<file path="config.mk">
export PLATFORM = sky130hd
export DESIGN_NAME = frame_scheduler
export DESIGN_NICKNAME = d
export VERILOG_FILES = /design/src/rtl/frame_pkg.sv /design/src/rtl/frame_scheduler.sv
export SDC_FILE = /design/constraint.sdc
export NUM_CORES = 1
export LEC_CHECK = 0
export CORE_ASPECT_RATIO = 1.2
export CORE_MARGIN = 3
export CORE_UTILIZATION = 64
export DETAILED_ROUTE_END_ITERATION = 16
export DONT_BUFFER_PORTS = 1
export PLACE_DENSITY = 0.81
export SYNTH_ARGS = -nofsm -noshare
export SYNTH_HDL_FRONTEND = slang
export SYNTH_SLANG_ARGS = --single-unit
</file>
<file path="constraint.sdc">
create_clock -name clk -period 3.4 [get_ports clk]
set_input_delay 0.51 -clock clk [delete_from_list [all_inputs] [get_ports clk]]
set_output_delay 0.51 -clock clk [all_outputs]
set_load 0.02 [all_outputs]
</file>
<file path="src/rtl/frame_pkg.sv">
// Shared definitions for the OOK frame path: framing constants and the
// scheduler state encoding, common to generator, scheduler and checkers.
package frame_pkg;

  // Comma + head + tail words wrapped around the PRBS payload.
  localparam int FRAME_OVERHEAD = 3;

  localparam int WORD_WIDTH = 16;
  localparam logic [WORD_WIDTH-1:0] COMMA = 16'hBC50;
  localparam logic [WORD_WIDTH-1:0] HEAD  = 16'hA5C3;
  localparam logic [WORD_WIDTH-1:0] TAIL  = 16'h3C5A;

  typedef enum logic [1:0] {
    IDLE  = 2'd0,
    ISSUE = 2'd1,
    FRAME = 2'd2,
    GAP   = 2'd3
  } sched_state_t;

  function automatic int frame_words(input int prbs_length);
    return prbs_length + FRAME_OVERHEAD;
  endfunction

endpackage

</file>
<file path="src/rtl/frame_scheduler.sv">
// Launches bursts (or a continuous stream) of fixed-length frames on the PRBS
// frame generator, with a programmable idle gap between frames.
module frame_scheduler
  import frame_pkg::*;
#(
  parameter int PRBS_LENGTH = 8,
  parameter int GAP_WIDTH   = 8,
  parameter int CNT_WIDTH   = 16
) (
  input  logic                 clk,
  input  logic                 rst,
  input  logic                 start,
  input  logic                 stop,
  input  logic                 continuous,
  input  logic [CNT_WIDTH-1:0] frame_count,
  input  logic [GAP_WIDTH-1:0] gap_len,
  output logic                 send_enable,
  output logic                 frame_active,
  output logic                 busy,
  output logic                 done,
  output logic [CNT_WIDTH-1:0] frames_sent
);

  localparam int FRAME_WORDS = frame_words(PRBS_LENGTH);
  localparam int WCNT_W      = (FRAME_WORDS > 2) ? $clog2(FRAME_WORDS) : 1;

  sched_state_t         state;
  logic [WCNT_W-1:0]    word_cnt;
  logic [GAP_WIDTH-1:0] gap_cnt;
  logic                 stop_pending;
  logic                 cont_reg;
  logic [CNT_WIDTH-1:0] count_reg;
  logic [GAP_WIDTH-1:0] gap_reg;

  logic                 last_word;
  logic                 gap_last;
  logic [CNT_WIDTH-1:0] sent_next;
  logic                 burst_end;

  assign last_word = (word_cnt == WCNT_W'(FRAME_WORDS - 1));
  assign gap_last  = (gap_cnt == gap_reg - GAP_WIDTH'(1));
  assign sent_next = frames_sent + CNT_WIDTH'(1);
  // A stop arriving on the final word still counts: the next frame is not yet committed.
  assign burst_end = stop_pending || stop || (!cont_reg && (sent_next == count_reg));

  always_ff @(posedge clk) begin
    if (rst) begin
      state        <= IDLE;
      word_cnt     <= '0;
      gap_cnt      <= '0;
      stop_pending <= 1'b0;
      cont_reg     <= 1'b0;
      count_reg    <= '0;
      gap_reg      <= '0;
      send_enable  <= 1'b0;
      frame_active <= 1'b0;
      busy         <= 1'b0;
      done         <= 1'b0;
      frames_sent  <= '0;
    end else begin
      send_enable <= 1'b0;
      done        <= 1'b0;
      case (state)
        IDLE: begin
          if (start && (continuous || (frame_count != '0))) begin
            cont_reg     <= continuous;
            count_reg    <= frame_count;
            gap_reg      <= gap_len;
            frames_sent  <= '0;
            stop_pending <= 1'b0;
            send_enable  <= 1'b1;
            busy         <= 1'b1;
            state        <= ISSUE;
          end
        end

        ISSUE: begin
          if (stop) stop_pending <= 1'b1;
          word_cnt     <= '0;
          frame_active <= 1'b1;
          state        <= FRAME;
        end

        FRAME: begin
          if (stop) stop_pending <= 1'b1;
          if (last_word) begin
            frame_active <= 1'b0;
            frames_sent  <= sent_next;
            if (burst_end) begin
              stop_pending <= 1'b0;
              busy         <= 1'b0;
              done         <= 1'b1;
              state        <= IDLE;
            end else if (gap_reg == '0) begin
              send_enable <= 1'b1;
              state       <= ISSUE;
            end else begin
              gap_cnt <= '0;
              state   <= GAP;
            end
          end else begin
            word_cnt <= word_cnt + WCNT_W'(1);
          end
        end

        GAP: begin
          if (stop_pending || stop) begin
            stop_pending <= 1'b0;
            busy         <= 1'b0;
            done         <= 1'b1;
            state        <= IDLE;
          end else if (gap_last) begin
            send_enable <= 1'b1;
            state       <= ISSUE;
          end else begin
            gap_cnt <= gap_cnt + GAP_WIDTH'(1);
          end
        end

        default: begin
          frame_active <= 1'b0;
          busy         <= 1'b0;
          state        <= IDLE;
        end
      endcase
    end
  end

endmodule
</file>
==> out/results.ini <==
[routing]
routed_wirelength_um = 8790
first_iter_violations = 298
route.detailed.drc = 0
detail_route.wl_per_cell_um = 16.8
detailed_routing_iteration_count_for_the_pre_antenna_repair_pass = 5
total_via_count_after_detailed_routing = 3327
antenna_left = 0
via_per_inst = 6.35

[clock_network]
postCtsSetupBuffers = 0
number_of_buffers_added_by_the_clock_tree_synthesis_step = 9
clock_insertion_delay_worst_skew_ps = 340
cts-root-to-sink-buffers = 2
tritoncts = built
h-tree-depth = 3
hold_buffers = 0
clk_pin_slew_worst_paths_ps = 70
post_cts_resized = 0
clockRootBuffer = clkbuf_8
cts.sink_count = 60

[worst_setup_path]
cpPeakStageDelay_ps = 590
cpMaxStageDelayCell = dfxtp_1
cp.arrival_ps = 3260
critPathCaptureType = flop
crit_path_cell_trace = nand4_2 > nor4_1 > xnor2_1 > nand4_1 > a2111oi_0 > a21oi_1 > o21ai_1 > o22ai_1
critical_path_buf_inv_count = 0
crit_family = compound AO/OA/AOI/OAI gates
critical_path_required_ps = 3610
worst-path-max-fanout = 8
classification_of_the_worst_setup_path = reg2reg
critPathLaunchType = flop

[yosys]
yosys.cell_types.count = 58
yosys.area_share.adder = 0.0355
synthXorXnorAreaFrac = 0.0796
synth_edf_count = 0
ys_warn_count = 0
yosysSeqAreaShare = 0.341
synth.avg_cell_area_sq_um = 7.65
main_combinational_cell_family_by_area_after_synthesis = simple AND/OR/NAND/NOR gates
post-synth-top-area-fraction = 0.341
netlist_area_sq_um = 3520
synth_most_common_cell = nand2_1
synthTopCellsByArea = dfxtp_1 34%, a21oi_1 8.5%, nand2_1 7.5%
postSynthRegisterBits = 60
synth_mux_area_frac = 0.00853
synth.net_count = 499
post_synth_and_or_nand_nor_area_fraction = 0.296
synth_largest_area_cell = dfxtp_1
post_synth_inst_count = 460
synthTopCellsByCount = 70 x nand2_1, 60 x a21oi_1, 60 x dfxtp_1
synth-compound-area-share = 0.196
synth_ff_type = dfxtp_1
asr_flop_ratio_synth = 0

[timing]
fin_crit_sh = 0.897
fin_ws_ps = 350
fin_crit_ps = 3050
setup_viol_count_final = 0
worstMarginPinSlew_ps = 1020
finalMaxSlewViolations = 0
timing.clock.skew_ps = 7.14
report.final.hold_viol_count = 0
grt_setup_unrepaired = false
fmax_mhz = 328
max_slew_margin = 0.319
setup_total_negative_slack_ps = 0

[floorplanning]
design.core.area_sq_um = 5110
die-height_um = 87.2
initial_utilization = 0.688
placement_rows = 28
die_w_um = 73.7
io-pin-count = 49
fp.dieArea_sq_um = 6430

[placed_design]
last_weighted_congestion_value_of_the_routability_driven_placer = 0.875
post_dp_cell_area_sq_um = 3580
buffer_ports.inserted = 0
detailedPlace.worstSlack_ps = 446
dpl.hpwl_um = 6270

[run]
cap_violations = 0

[grt]
first_global_vias = 3171
grt_pass1_wl_um = 14800
grt_start_max_net_pins = 51
global_route.usage.total = 0.293
grt_remaining_overflow = 0
initial_antenna_violation_count = 0

[finish]
syn2layout_area_growth_pct = 7.68
nets = 499
num_antenna_cells = 0
post_route_cells_drive_above_1_share = 0.0884
design_area_sq_um = 3790

[power]
p_per_area_nw_per_um2 = 597
max-vdd-ir-drop_uv = 487
cellLeakagePower_nw = 1.42
power_mw = 2.26

[hold_path]
hold_class = in2reg

[outcome]
outcome = complete, no violations

==> worst reg2reg max path: cells and delay by family (launching register included) <==
family | cells | cell delay (ps)
and+or+nand+nor | 3 | 1060
AOI/OAI and AO/OA | 4 | 1070
DFF | 1 | 590
xor gates and xnor gates | 1 | 190
==> power by group <==
| group | internal [mW] | switching [mW] |
|---|---|---|
| clock network | 0.406 | 0.283 |
| registers | 0.787 | 0.101 |
| logic | 0.260 | 0.424 |
| total | 1.45 | 0.808 |
==> routing by layer <==
| layer | part of all wire | global-route usage | routed length, um |
|---|---|---|---|
| met2 | 0.47 | 0.467 | 4130 |
| met1 | 0.42 | 0.361 | 3720 |
| met3 | 0.078 | 0.0831 | 686 |
| met4 | 0.028 | 0.133 | 246 |
| met5 | 0 | 0 | 0 |
==> area by class of cell <==
class                   count  area, sq um
clock inverters             5         77.6
fillers                   393         1330
inverters                  19         71.3
clock buffers              10          128
flip-flops and latches     60         1200
repair buffers              9         67.6
well taps                  60         75.1
multi-input cells         361         2170
==> per-stage QoR <==
step           std cells   util  hold WS, ps
6_report             524  0.741          239
5_1_grt              524  0.741          222
4_1_cts              524  0.741          223
3_5_place_dp         509  0.701          456
3_3_place_gp         509  0.701          445
2_1_floorplan        460      -          437
==> final timing paths <==
check / to / from / slack (ps) / depth (start not counted)
worst max-delay path: gap_cnt[4] / frames_sent[8] / 350 / 8
worst min-delay path: state[1] / rst / 240 / 1
worst max register to register: gap_cnt[4] / frames_sent[8] / 350 / 8
worst min register to register: count_reg[0] / count_reg[0] / 460 / 2
==> cell families after synthesis <==
kind of cell | Yosys count
simple gates | 201
compound gates | 115
flops | 60
buf+inv | 39
xor+xnor | 32
fa+ha+maj | 10
mux | 3
==> layout by cell type (no fill, tap or decap), drive strengths merged, types with 8 or more instances in the layout <==
cell type and n:
nor2 39, dfxtp 60, ha 10, xnor2 21, nand2 70, inv 19
or3 8, nand3 17, o21ai 20, nand4 12, nor4 12, a21oi 60
clkbuf 10, xor2 11, nor3 8, and3 8, buf 9
Power figures use the tool's default switching activity.
